## config.mk

```make
export PLATFORM = sky130hd
export DESIGN_NAME = pipeline_hazard_ctrl_flat
export DESIGN_NICKNAME = d
export VERILOG_FILES = /design/src/rtl/pipeline_hazard_ctrl_if.sv /design/src/rtl/pipeline_hazard_ctrl.sv /design/src/flat_wrapper.sv
export SDC_FILE = /design/constraint.sdc
export NUM_CORES = 1
export LEC_CHECK = 0
export BUFFER_PORTS_ARGS = -buffer_cell sky130_fd_sc_hd__buf_2
export CELL_PAD_IN_SITES_DETAIL_PLACEMENT = 0
export CELL_PAD_IN_SITES_GLOBAL_PLACEMENT = 1
export CORE_UTILIZATION = 40
export DETAILED_ROUTE_END_ITERATION = 6
export GPL_TIMING_DRIVEN = 0
export HOLD_SLACK_MARGIN = 0.12
export PLACE_DENSITY = 0.95
export SYNTH_ARGS = -nofsm -noshare
export SYNTH_HDL_FRONTEND = slang
export SYNTH_SLANG_ARGS = --single-unit
export TNS_END_PERCENT = 30
```

## constraint.sdc

```tcl
create_clock -name CLK -period 3 [get_ports CLK]
set_clock_uncertainty 0.2 [all_clocks]
set_input_delay 0.45 -clock CLK [delete_from_list [all_inputs] [get_ports CLK]]
set_output_delay 0.45 -clock CLK [all_outputs]
set_load 0.02 [all_outputs]
```

## src/rtl/pipeline_hazard_ctrl_if.sv

```systemverilog
// Hazard-controller bundle: IF/ID operand info, ID/EX load info, redirect and
// dmem busy in; pipeline register enables, state and stall counter out.
interface pipeline_hazard_ctrl_if #(
    parameter int unsigned CNT_W = 16
);
    localparam int unsigned REG_W = 5;

    logic [REG_W-1:0] ID_rs1;
    logic [REG_W-1:0] ID_rs2;
    logic             ID_uses_rs1;
    logic             ID_uses_rs2;
    logic [REG_W-1:0] EX_rd;
    logic             EX_DmemREB;
    logic             Redirect;
    logic             DmemBusy;
    logic             PCWrite;
    logic             IFIDWrite;
    logic             IFIDFlush;
    logic             IDEXBubble;
    logic             IDEXWrite;
    logic             EXMEMWrite;
    logic [1:0]       HazardState;
    logic [CNT_W-1:0] StallCount;

    // Pipeline side: supplies hazard sources, consumes enables.
    modport master (
        output ID_rs1, ID_rs2, ID_uses_rs1, ID_uses_rs2, EX_rd, EX_DmemREB,
               Redirect, DmemBusy,
        input  PCWrite, IFIDWrite, IFIDFlush, IDEXBubble, IDEXWrite, EXMEMWrite,
               HazardState, StallCount
    );

    // Controller side.
    modport slave (
        input  ID_rs1, ID_rs2, ID_uses_rs1, ID_uses_rs2, EX_rd, EX_DmemREB,
               Redirect, DmemBusy,
        output PCWrite, IFIDWrite, IFIDFlush, IDEXBubble, IDEXWrite, EXMEMWrite,
               HazardState, StallCount
    );
endinterface

```

## src/rtl/pipeline_hazard_ctrl.sv

```systemverilog
// Five-stage pipeline sequencing controller: owns all stall, flush, bubble and
// freeze decisions, with zero-cycle response to hazards, redirects and dmem busy.
module pipeline_hazard_ctrl #(
    parameter int unsigned FLUSH_CYCLES = 1,
    parameter int unsigned CNT_W        = 16
) (
    input logic                 CLK,
    input logic                 RSTN,
    pipeline_hazard_ctrl_if.slave hz
);
    localparam int unsigned FC_W = 3;

    typedef enum logic [1:0] {
        ST_RUN     = 2'd0,
        ST_LOADUSE = 2'd1,
        ST_FLUSH   = 2'd2,
        ST_MEMWAIT = 2'd3
    } state_e;

    state_e           state;
    state_e           state_nxt;
    state_e           saved;
    state_e           saved_nxt;
    state_e           eff_state;
    logic [FC_W-1:0]  fcnt;
    logic [FC_W-1:0]  fcnt_nxt;
    logic [CNT_W-1:0] stall_cnt;
    logic             load_use;
    logic             pc_we;
    logic             ifid_we;
    logic             ifid_flush;
    logic             idex_bubble;
    logic             idex_we;
    logic             exmem_we;

    // Leaving MEMWAIT behaves exactly like the state that was frozen.
    assign eff_state = (state == ST_MEMWAIT) ? saved : state;

    assign load_use = !hz.EX_DmemREB && (hz.EX_rd != '0) &&
                      ((hz.ID_uses_rs1 && (hz.ID_rs1 == hz.EX_rd)) ||
                       (hz.ID_uses_rs2 && (hz.ID_rs2 == hz.EX_rd)));

    // State register
    always_ff @(posedge CLK or negedge RSTN) begin
        if (!RSTN) begin
            state <= ST_RUN;
            saved <= ST_RUN;
            fcnt  <= '0;
        end else begin
            state <= state_nxt;
            saved <= saved_nxt;
            fcnt  <= fcnt_nxt;
        end
    end

    // Next-state logic: busy > redirect > flush > load-use
    always_comb begin
        state_nxt = state;
        saved_nxt = saved;
        fcnt_nxt  = fcnt;
        if (hz.DmemBusy) begin
            state_nxt = ST_MEMWAIT;
            if (state != ST_MEMWAIT) begin
                saved_nxt = state;
            end
        end else if (hz.Redirect) begin
            if (FLUSH_CYCLES > 0) begin
                state_nxt = ST_FLUSH;
                fcnt_nxt  = FC_W'(FLUSH_CYCLES);
            end else begin
                state_nxt = ST_RUN;
            end
        end else begin
            case (eff_state)
                ST_FLUSH: begin
                    fcnt_nxt  = fcnt - FC_W'(1);
                    state_nxt = (fcnt == FC_W'(1)) ? ST_RUN : ST_FLUSH;
                end
                ST_RUN:  state_nxt = load_use ? ST_LOADUSE : ST_RUN;
                default: state_nxt = ST_RUN;
            endcase
        end
    end

    // Output logic; reset forces the squash/freeze pattern immediately
    always_comb begin
        pc_we       = 1'b1;
        ifid_we     = 1'b1;
        ifid_flush  = 1'b0;
        idex_bubble = 1'b0;
        idex_we     = 1'b1;
        exmem_we    = 1'b1;
        if (!RSTN) begin
            pc_we       = 1'b0;
            ifid_we     = 1'b0;
            ifid_flush  = 1'b1;
            idex_bubble = 1'b1;
            idex_we     = 1'b0;
            exmem_we    = 1'b0;
        end else if (hz.DmemBusy) begin
            pc_we    = 1'b0;
            ifid_we  = 1'b0;
            idex_we  = 1'b0;
            exmem_we = 1'b0;
        end else if (hz.Redirect) begin
            ifid_flush  = 1'b1;
            idex_bubble = 1'b1;
        end else begin
            case (eff_state)
                ST_FLUSH: begin
                    ifid_flush  = 1'b1;
                    idex_bubble = 1'b1;
                end
                ST_RUN: begin
                    if (load_use) begin
                        pc_we       = 1'b0;
                        ifid_we     = 1'b0;
                        idex_bubble = 1'b1;
                    end
                end
                default: ;
            endcase
        end
    end

    // Saturating count of cycles in which the PC is held
    always_ff @(posedge CLK or negedge RSTN) begin
        if (!RSTN) begin
            stall_cnt <= '0;
        end else if (!pc_we && (stall_cnt != '1)) begin
            stall_cnt <= stall_cnt + CNT_W'(1);
        end
    end

    assign hz.PCWrite     = pc_we;
    assign hz.IFIDWrite   = ifid_we;
    assign hz.IFIDFlush   = ifid_flush;
    assign hz.IDEXBubble  = idex_bubble;
    assign hz.IDEXWrite   = idex_we;
    assign hz.EXMEMWrite  = exmem_we;
    assign hz.HazardState = state;
    assign hz.StallCount  = stall_cnt;

endmodule
```

## src/flat_wrapper.sv

```systemverilog
// flat-port wrapper written by rule: the top's interface ports become plain ports
module pipeline_hazard_ctrl_flat 
#(
    parameter int unsigned FLUSH_CYCLES = 1,
    parameter int unsigned CNT_W        = 16
)
  (CLK, RSTN, hz_ID_rs1, hz_ID_rs2, hz_ID_uses_rs1, hz_ID_uses_rs2, hz_EX_rd, hz_EX_DmemREB, hz_Redirect, hz_DmemBusy, hz_PCWrite, hz_IFIDWrite, hz_IFIDFlush, hz_IDEXBubble, hz_IDEXWrite, hz_EXMEMWrite, hz_HazardState, hz_StallCount);
  pipeline_hazard_ctrl_if #(.CNT_W(CNT_W)) hz_i ();
  input logic CLK;
  input logic RSTN;
  input wire logic [$bits(hz_i.ID_rs1)-1:0] hz_ID_rs1;
  input wire logic [$bits(hz_i.ID_rs2)-1:0] hz_ID_rs2;
  input wire logic [$bits(hz_i.ID_uses_rs1)-1:0] hz_ID_uses_rs1;
  input wire logic [$bits(hz_i.ID_uses_rs2)-1:0] hz_ID_uses_rs2;
  input wire logic [$bits(hz_i.EX_rd)-1:0] hz_EX_rd;
  input wire logic [$bits(hz_i.EX_DmemREB)-1:0] hz_EX_DmemREB;
  input wire logic [$bits(hz_i.Redirect)-1:0] hz_Redirect;
  input wire logic [$bits(hz_i.DmemBusy)-1:0] hz_DmemBusy;
  output wire logic [$bits(hz_i.PCWrite)-1:0] hz_PCWrite;
  output wire logic [$bits(hz_i.IFIDWrite)-1:0] hz_IFIDWrite;
  output wire logic [$bits(hz_i.IFIDFlush)-1:0] hz_IFIDFlush;
  output wire logic [$bits(hz_i.IDEXBubble)-1:0] hz_IDEXBubble;
  output wire logic [$bits(hz_i.IDEXWrite)-1:0] hz_IDEXWrite;
  output wire logic [$bits(hz_i.EXMEMWrite)-1:0] hz_EXMEMWrite;
  output wire logic [$bits(hz_i.HazardState)-1:0] hz_HazardState;
  output wire logic [$bits(hz_i.StallCount)-1:0] hz_StallCount;
  assign hz_i.ID_rs1 = hz_ID_rs1;
  assign hz_i.ID_rs2 = hz_ID_rs2;
  assign hz_i.ID_uses_rs1 = hz_ID_uses_rs1;
  assign hz_i.ID_uses_rs2 = hz_ID_uses_rs2;
  assign hz_i.EX_rd = hz_EX_rd;
  assign hz_i.EX_DmemREB = hz_EX_DmemREB;
  assign hz_i.Redirect = hz_Redirect;
  assign hz_i.DmemBusy = hz_DmemBusy;
  assign hz_PCWrite = hz_i.PCWrite;
  assign hz_IFIDWrite = hz_i.IFIDWrite;
  assign hz_IFIDFlush = hz_i.IFIDFlush;
  assign hz_IDEXBubble = hz_i.IDEXBubble;
  assign hz_IDEXWrite = hz_i.IDEXWrite;
  assign hz_EXMEMWrite = hz_i.EXMEMWrite;
  assign hz_HazardState = hz_i.HazardState;
  assign hz_StallCount = hz_i.StallCount;
  pipeline_hazard_ctrl #(.FLUSH_CYCLES(FLUSH_CYCLES), .CNT_W(CNT_W)) u_core (.CLK(CLK), .RSTN(RSTN), .hz(hz_i));
endmodule
```

; ---- After elaboration in Yosys (flattened, before gate mapping)
; Cells that the tools add are included.
[totals]
reg_bits = 23
out_inout_bits = 24
elab_cells = 51
[op_classes]
n_reduce_logical = 13
addsub = 2
mux = 24
n_eq_ne = 7
bitwise_logic = 1
[op_table]
columns = op, count
row1 = "16-bit by 1-bit adder with 16-bit output, second input constant", 1
row2 = 1-bit 2-to-1 mux, 16
row3 = "16-bit inequality test, second input constant", 1
row4 = 5-bit equality test, 2
row5 = 2-bit 2-to-1 mux, 4
row6 = 3-bit 2-to-1 mux, 2
row7 = 1-bit logical AND, 5
row8 = 5-bit nonzero test, 1
row9 = "2-bit equality test, second input constant", 2
row10 = 2-bit case mux with 2 select lines, 1
row11 = 2-bit AND reduction, 2
row12 = "3-bit by 1-bit equality test with 1-bit output, second input constant", 1
row13 = "3-bit by 1-bit subtractor with 3-bit output, second input constant", 1
row14 = 1-bit zero test, 2
row15 = 2-bit zero test, 1
row16 = "2-bit inequality test, second input constant", 1
row17 = 1-bit case mux with 2 select lines, 1
row18 = 2-bit nonzero test, 1
row19 = 1-bit logical OR, 1
row20 = 1-bit NOT, 1

; ---- Logic depth before layout (Yosys ltp)
; Gate-level depths: netlist of the first run.
[depth]
ltp_word = 11
ltp_mapped = 8

; ---- Worst setup path after synthesis of the first run
; OpenSTA, ideal clock, no wires.
[synth_timing]
path_type = in2out
startpoint = input hz_ID_rs2[4]
endpoint = output hz_PCWrite
path_slack_ns = 0.790
path_buffers = 1
path_stages = 5
arrival_ns = 1.560
cell_sequence = xnor2_1 > nand4_1 > o22ai_1 > a31oi_1 > buf_4
[synth_between]
elab_chain_len = 9
[synth_rtl]
columns = element, line
row1 = "start, declared", flat_wrapper.sv:12  ; input wire logic [$bits(hz_i.ID_rs2)-1:0] hz_ID_rs2;
row2 = 5-bit equality test, pipeline_hazard_ctrl.sv:41  ; (hz.ID_uses_rs2 && (hz.ID_rs2 == hz.EX_rd)));
row3 = 1-bit logical AND, pipeline_hazard_ctrl.sv:41
row4 = 1-bit logical OR, pipeline_hazard_ctrl.sv:40  ; ((hz.ID_uses_rs1 && (hz.ID_rs1 == hz.EX_rd)) ||
row5 = 1-bit logical AND, pipeline_hazard_ctrl.sv:39  ; assign load_use = !hz.EX_DmemREB && (hz.EX_rd != '0) &&
row6 = 1-bit 2-to-1 mux (5 in series), --
row7 = "end, declared", flat_wrapper.sv:19  ; output wire logic [$bits(hz_i.PCWrite)-1:0] hz_PCWrite;
; Every way passes these cells.

; ---- Final worst setup path of the first run
[layout_timing]
startpoint = register u_core.state[1] (netlist: u_core.hz.HazardState[1])
endpoint = output hz_PCWrite
[layout_between]
elab_chain_len = 7
[layout_rtl]
columns = element, line
row1 = "start, declared", pipeline_hazard_ctrl.sv:20  ; state_e state;
row2 = "start signal, assigned", pipeline_hazard_ctrl.sv:50  ; state <= state_nxt;
row3 = 2-bit equality test, pipeline_hazard_ctrl.sv:37  ; assign eff_state = (state == ST_MEMWAIT) ? saved : state;
row4 = 2-bit 2-to-1 mux *, pipeline_hazard_ctrl.sv:37
row5 = 2-bit zero test *, pipeline_hazard_ctrl.sv:109  ; case (eff_state)
row6 = 1-bit 2-to-1 mux *, pipeline_hazard_ctrl.sv:109
row7 = 1-bit 2-to-1 mux *, pipeline_hazard_ctrl.sv:105  ; end else if (hz.Redirect) begin
row8 = 1-bit 2-to-1 mux *, pipeline_hazard_ctrl.sv:100  ; end else if (hz.DmemBusy) begin
row9 = 1-bit 2-to-1 mux *, pipeline_hazard_ctrl.sv:93  ; if (!RSTN) begin
; Every way passes the cells marked *; elsewhere a longest branch is shown, timed or not.

==> flow_summary.toml, run 1 <==
[status]
status = "complete, no violations"

[synth]
synthCells = 140
synth_area_um2 = 1380
ys_seq_area_frac = 0.418
synth_edf_count = 0
synthFlopType = "dfrtp_1"
synth_nets = 165
yosys_warnings = 0
synth_seq_cells = 23
syn_avg_cell_area_um2 = 9.83
synthArstFlopShare = 1.00
yosysUniqueCellTypes = 39

[flow_run]
maxCapViolCount = 0

[drt]
first_pass_iters = 4
drc = 0
wl_per_cell_um = 12.7
drt_wl_total_um = 2980
drt_iter0_markers = 18
vias = 1179
ant_nets = 0
drt-vias-per-instance = 5.04

[die]
chipWidth_um = 60.7
core-area_um2 = 3150
die_y_um = 60.7
start_util = 0.437
rows = 20
io_pins = 46
die_area_um2 = 3680

[placed_design]
place_ws_ns = 0.295
gp_congestion = 0.785
place_hpwl_um = 2330
port_buffers = 45
post_dp_cell_area_um2 = 1660

[sta]
grt_setup_unrepaired = "false"
hold_viol = 0
fin_crit_ns = 2.48
clock.fmax_mhz = 402
slew_headroom = 0.318
finalCritPeriodShare = 0.828
tightestPinTransition_ns = 1.02
setup_viol = 0
fin_setup_tns_ns = 0
setup_slack_ns = 0.515
slew_violations = 0

[critical_path]
criticalPathCategory = "flop to primary output"
critical_path.top_delay_family = "compound AO/OA/AOI/OAI gates"
crit_chain = "or2_1 > a221oi_2 > a31oi_1 > buf_4 > buf_2"
cp_slowest_cell = "dfrtp_1"
critical_path.max_stage_delay_ns = 0.44
start_kind = "flop"
path_buf_inv = 2
crit_fanout = 6
critPathCaptureType = "primary output"
worstPathArrival_ns = 1.83
required_ns = 2.35

[grt]
grt_pass1_wl_um = 4570
antenna_found_initial = 0
overflow = 0
track_usage = 0.175
grt_max_degree = 24
grt_pass1_vias = 1055

[final_layout]
fill_cells = 315
final_cell_area_um2 = 1690
drive_gt1_frac = 0.326
antenna_cells = 0
area_delta_synth_final_pct = 23.1
final_nets = 216

[clock_tree]
numCtsBuffers = 3
htree_levels = 1
cts_hold_buf = 1
post_cts_buffers = 0
cts_tree = "built"
clockBufferDepth = 2
clock_sinks = 23
insertion_delay_ns = 0.32
cts_resized = 0
cts-root-buf = "clkbuf_4"
path_clk_slew_ns = 0.12

[power_and_ir_drop]
total_power_mw = 1.22
power.density_nw_per_um2 = 720
vdd_drop_max_mv = 0.405
leakage_nw = 0.777

[min_path]
hp-class = "primary input to flop"
==> metal layers <==
layer | track usage | vias up | routed length, um | part of all wire
li1 | - | 572 | - | -
met1 | 0.202 | 563 | 1320 | 0.44
met2 | 0.319 | 39 | 1450 | 0.49
met3 | 0.0256 | 5 | 161 | 0.054
met4 | 0.0779 | 0 | 47 | 0.016
met5 | 0 | - | 0 | 0
==> power by group <==
part,total [mW],internal [mW],switching (mW)
sequential,0.538,0.419,0.119
combinational,0.533,0.210,0.323
clock,0.148,0.0499,0.0985
total,1.22,0.679,0.540
==> sequential cells by signal (all words and copies together) (netlist names) <==
register and count:
u_core.hz.StallCount 16, u_core.fcnt 3, u_core.hz.HazardState 2, u_core.saved 2
==> per-stage QoR <==
step / cells / hold slack, ns / utilization
floorplan: 140 / -0.0456 / -
global placement: 229 / 0.257 / 0.525
detailed placement: 229 / 0.270 / 0.525
CTS: 234 / 0.198 / 0.537
global route: 234 / 0.189 / 0.537
finish: 234 / 0.214 / 0.537
==> synth_stat cells (3+ instances only) <==
cell / number / area share
nand3_1: 6 / 0.022
nor3_2: 3 / 0.022
nand2_1: 14 / 0.038
ha_1: 3 / 0.027
inv_1: 9 / 0.025
nor3_1: 5 / 0.018
xnor2_1: 13 / 0.083
xor2_1: 11 / 0.070
nor2b_1: 3 / 0.014
o21ai_0: 4 / 0.015
nor2_1: 14 / 0.038
dfrtp_1: 23 / 0.42
==> kinds of logic (layout without fill, tap and decap cells) <==
logic type / Yosys count / after routing / share of synthesized area
AND/OR/NAND/NOR: 60 / 60 / 0.243
AO/OA/AOI/OAI: 14 / 14 / 0.0900
XOR/XNOR: 24 / 24 / 0.153
buffers and inverters: 13 / 63 / 0.0464
flip-flops: 23 / 23 / 0.418
multiplexers: 3 / 3 / 0.0227
adder cells (fa/ha/maj): 3 / 3 / 0.0273
==> cell usage in the layout, fill, tap and decap left out, types with 3 or more instances in the layout <==
master,count
nand2_1,14
o21ai_0,4
buf_2,45
nor3_2,3
nor3_1,5
xnor2_1,13
nor2_1,14
dfrtp_1,23
xor2_1,11
clkbuf_4,3
nand3_1,6
inv_1,9
nor2b_1,3
ha_1,3
==> worst paths after layout <==
check	cells past startpoint	startpoint	to	slack, ns
max	5	u_core.hz.HazardState[1]	hz_PCWrite	0.52
min	2	hz_Redirect	u_core.hz.HazardState[0]	0.21
max reg2reg	6	u_core.hz.HazardState[1]	u_core.hz.StallCount[1]	0.88
min reg2reg	1	u_core.hz.StallCount[5]	u_core.hz.StallCount[5]	0.30
max in group asynchronous	2	RSTN	u_core.hz.HazardState[1]	1.29
min in group asynchronous	2	RSTN	u_core.hz.StallCount[6]	0.68
==> final cells by class <==
type                            count  area (um^2)  share of cell area
Tap cell                           44         55.1              0.0325
Buffer                              4         30.0              0.0177
Inverter                            9         33.8              0.0199
Multi-Input combinational cell    104          737               0.435
Sequential cell                    23          576               0.340
Clock inverter                      1         5.00             0.00295
Clock buffer                        3         22.5              0.0133
Timing Repair Buffer               46          235               0.139
No activity file was read; power rests on OpenSTA's default activity.
==> inputs of run 2 (changes only) <==
--- a/config.mk
+++ b/config.mk
@@ -5,14 +5,15 @@
 export SDC_FILE = /design/constraint.sdc
 export NUM_CORES = 1
 export LEC_CHECK = 0
+export ABC_AREA = 1
 export BUFFER_PORTS_ARGS = -buffer_cell sky130_fd_sc_hd__buf_2
 export CELL_PAD_IN_SITES_DETAIL_PLACEMENT = 0
 export CELL_PAD_IN_SITES_GLOBAL_PLACEMENT = 1
-export CORE_UTILIZATION = 40
+export CORE_UTILIZATION = 32
 export DETAILED_ROUTE_END_ITERATION = 6
 export GPL_TIMING_DRIVEN = 0
 export HOLD_SLACK_MARGIN = 0.12
-export PLACE_DENSITY = 0.95
+export PLACE_DENSITY = 0.86
 export SYNTH_ARGS = -nofsm -noshare
 export SYNTH_HDL_FRONTEND = slang
 export SYNTH_SLANG_ARGS = --single-unit
==> constraint.sdc (replaced) <==
create_clock -name CLK -period 2.2 [get_ports CLK]
set_clock_uncertainty 0.2 [all_clocks]
set_input_delay 0.33 -clock CLK [delete_from_list [all_inputs] [get_ports CLK]]
set_output_delay 0.33 -clock CLK [all_outputs]
set_load 0.02 [all_outputs]
==> run 2 against run 1 <==
Compared with the run above:
- via count is 33% higher
- flip-flop and latch count stayed put
- non-clock buffer count is 9 higher
- critical path type unchanged
==> flow_summary.toml, run 2 <==
[clock_tree]
cts-root-buf = "clkbuf_8"
htree_levels = 1
clockBufferDepth = 2
insertion_delay_ns = 0.27
numCtsBuffers = 3
path_clk_slew_ns = 0.08
cts_tree = "built"
clock_sinks = 23

[critical_path]
crit_fanout = 3
start_kind = "flop"
worstPathArrival_ns = 1.52
critPathCaptureType = "primary output"
required_ns = 1.67
criticalPathCategory = "flop to primary output"

[synth]
synth_area_um2 = 1600
synthTopCellsByCount = "79 x nand2_1, 33 x inv_1, 27 x nand3_1, 23 x dfrtp_1, 18 x nor2_1"
syn_avg_cell_area_um2 = 6.88
synth.area.top_cells = "dfrtp_1 36%, nand2_1 19%, nand3_1 8.5%, inv_1 7.8%, nor2_1 4.2%"
yosysMostFrequentCell = "nand2_1"
synthArstFlopShare = 1.00
synthCells = 232
synth_seq_cells = 23
ys_seq_area_frac = 0.361
yosysUniqueCellTypes = 25
synth_area_leader_cell = "dfrtp_1"
synth_top_area_frac = 0.361
synth_nets = 257
synth_edf_count = 0
synthFlopType = "dfrtp_1"
yosys_warnings = 0

[flow_run]
maxCapViolCount = 0

[sta]
grt_setup_unrepaired = "false"
clock.fmax_mhz = 487
slew_headroom = 0.291
setup_viol = 0
setup_slack_ns = 0.146
hold_viol = 0
slew_violations = 0
finalCritPeriodShare = 0.933
tightestPinTransition_ns = 1.06
fin_crit_ns = 2.05

[final_layout]
drive_gt1_frac = 0.260
regArea_um2 = 576
final_common_cell = "nand2_1"
multi_input_area_um2 = 851
area_delta_synth_final_pct = 29.2
fill_cells = 517
layout_common_cells = "79 x nand2_1, 44 x buf_2, 31 x inv_1, 26 x nand3_1, 23 x dfrtp_1"
final_cell_area_um2 = 2060
largest_register_ffs = 16
antenna_cells = 0
final_nets = 315

[drt]
wl_per_cell_um = 10.5
drt_iter0_markers = 58
drt-vias-per-instance = 4.40
ant_nets = 0
drt_wl_total_um = 3750
drc = 0
first_pass_iters = 4
vias = 1566

[grt]
grt_pass1_wl_um = 6300
track_usage = 0.155
grt_pass1_vias = 1384
grt_max_degree = 24
overflow = 0
antenna_found_initial = 0

[power_and_ir_drop]
vdd_drop_max_mv = 0.422
total_power_mw = 1.32
leakage_nw = 1.18
power.density_nw_per_um2 = 639

[die]
die_area_um2 = 5280
core-area_um2 = 4750
io_pins = 46
chipWidth_um = 72.6
rows = 25
die_y_um = 72.6
start_util = 0.336

[placed_design]
port_buffers = 45
place_ws_ns = -0.226
place_hpwl_um = 2650
gp_congestion = 0.799
post_dp_cell_area_um2 = 1910

[min_path]
hp-class = "primary input to flop"

[status]
status = "complete, no violations"
run 2: changes by cell type in the layout (fill, tap and decap cells not counted), moves of 4 or more:
cell / previous run / this run
buf_4: 2 / 6
xor2_1: 11 / 6
nand3_1: 6 / 26
nand2_1: 14 / 79
xnor2_1: 13 / 7
buf_6: 1 / 6
inv_2: 0 / 6
inv_1: 9 / 31
run 2: final timing paths:
kind | from | endpoint | depth (start not counted) | slack [ns]
max | u_core.hz.HazardState[1] | hz_IFIDWrite | 8 | 0.15
min | hz_Redirect | u_core.fcnt[2] | 2 | 0.12
max reg2reg | u_core.hz.StallCount[0] | u_core.hz.StallCount[8] | 10 | 0.17
min reg2reg | u_core.fcnt[1] | u_core.fcnt[1] | 2 | 0.29
max in group asynchronous | RSTN | u_core.hz.StallCount[7] | 2 | 0.49
min in group asynchronous | RSTN | u_core.hz.StallCount[13] | 2 | 0.67
run 2: cell families after synthesis:
family / Yosys count / share of synthesized area
buf+inv: 43 / 0.125
fa+ha+maj: 3 / 0.0235
simple gates: 139 / 0.380
xor+xnor: 13 / 0.0713
flops: 23 / 0.361
compound gates: 11 / 0.0400
run 2: area by class of cell:
| class | count | area share |
|---|---|---|
| inverters | 37 | 0.0674 |
| well taps | 67 | 0.0407 |
| flip-flops and latches | 23 | 0.279 |
| clock buffers | 4 | 0.0218 |
| plain buffers | 4 | 0.0218 |
| multi-input cells | 166 | 0.413 |
| repair buffers | 55 | 0.157 |
run 2: metal layers:
metal  GRT usage  up-vias  routed length, um
met5           0        -                  0
met4      0.0566        0                 75
met3      0.0359        7                208
met2       0.240       32               1580
met1       0.212      695               1890
li1            -      832                  -
run 2: power by group:
group	total, mW	internal, mW	switching [mW]
logic	0.466	0.199	0.267
registers	0.587	0.497	0.0897
clock network	0.266	0.129	0.136
run 2: critical path, cell delays in order (launching register included):
cell,delay (ns)
dfrtp_1,0.40
inv_2,0.06
o21ai_2,0.14
nand3b_1,0.11
nor2_2,0.15
nand3_2,0.11
nand2_4,0.10
inv_2,0.04
buf_2,0.15
run 2: repair_timing:
item / CTS / global route
pin swaps: 1 / 6
gates resized for setup: 4 / 10
endpoints found under the setup margin: 4 / 15
endpoints found under the hold margin: 24 / 0
hold buffers: 2 / 0
setup buffers: 3 / 5
run 2: per-stage QoR:
step / TNS [ns] / hold slack [ns] / util / instances
2_1_floorplan: 0 / -0.166 / - / 232
3_3_place_gp: -0.391 / 0.150 / 0.401 / 344
3_5_place_dp: -0.371 / 0.153 / 0.401 / 344
4_1_cts: -0.00983 / 0.127 / 0.421 / 352
5_1_grt: 0 / 0.129 / 0.434 / 356
6_report: 0 / 0.119 / 0.434 / 356
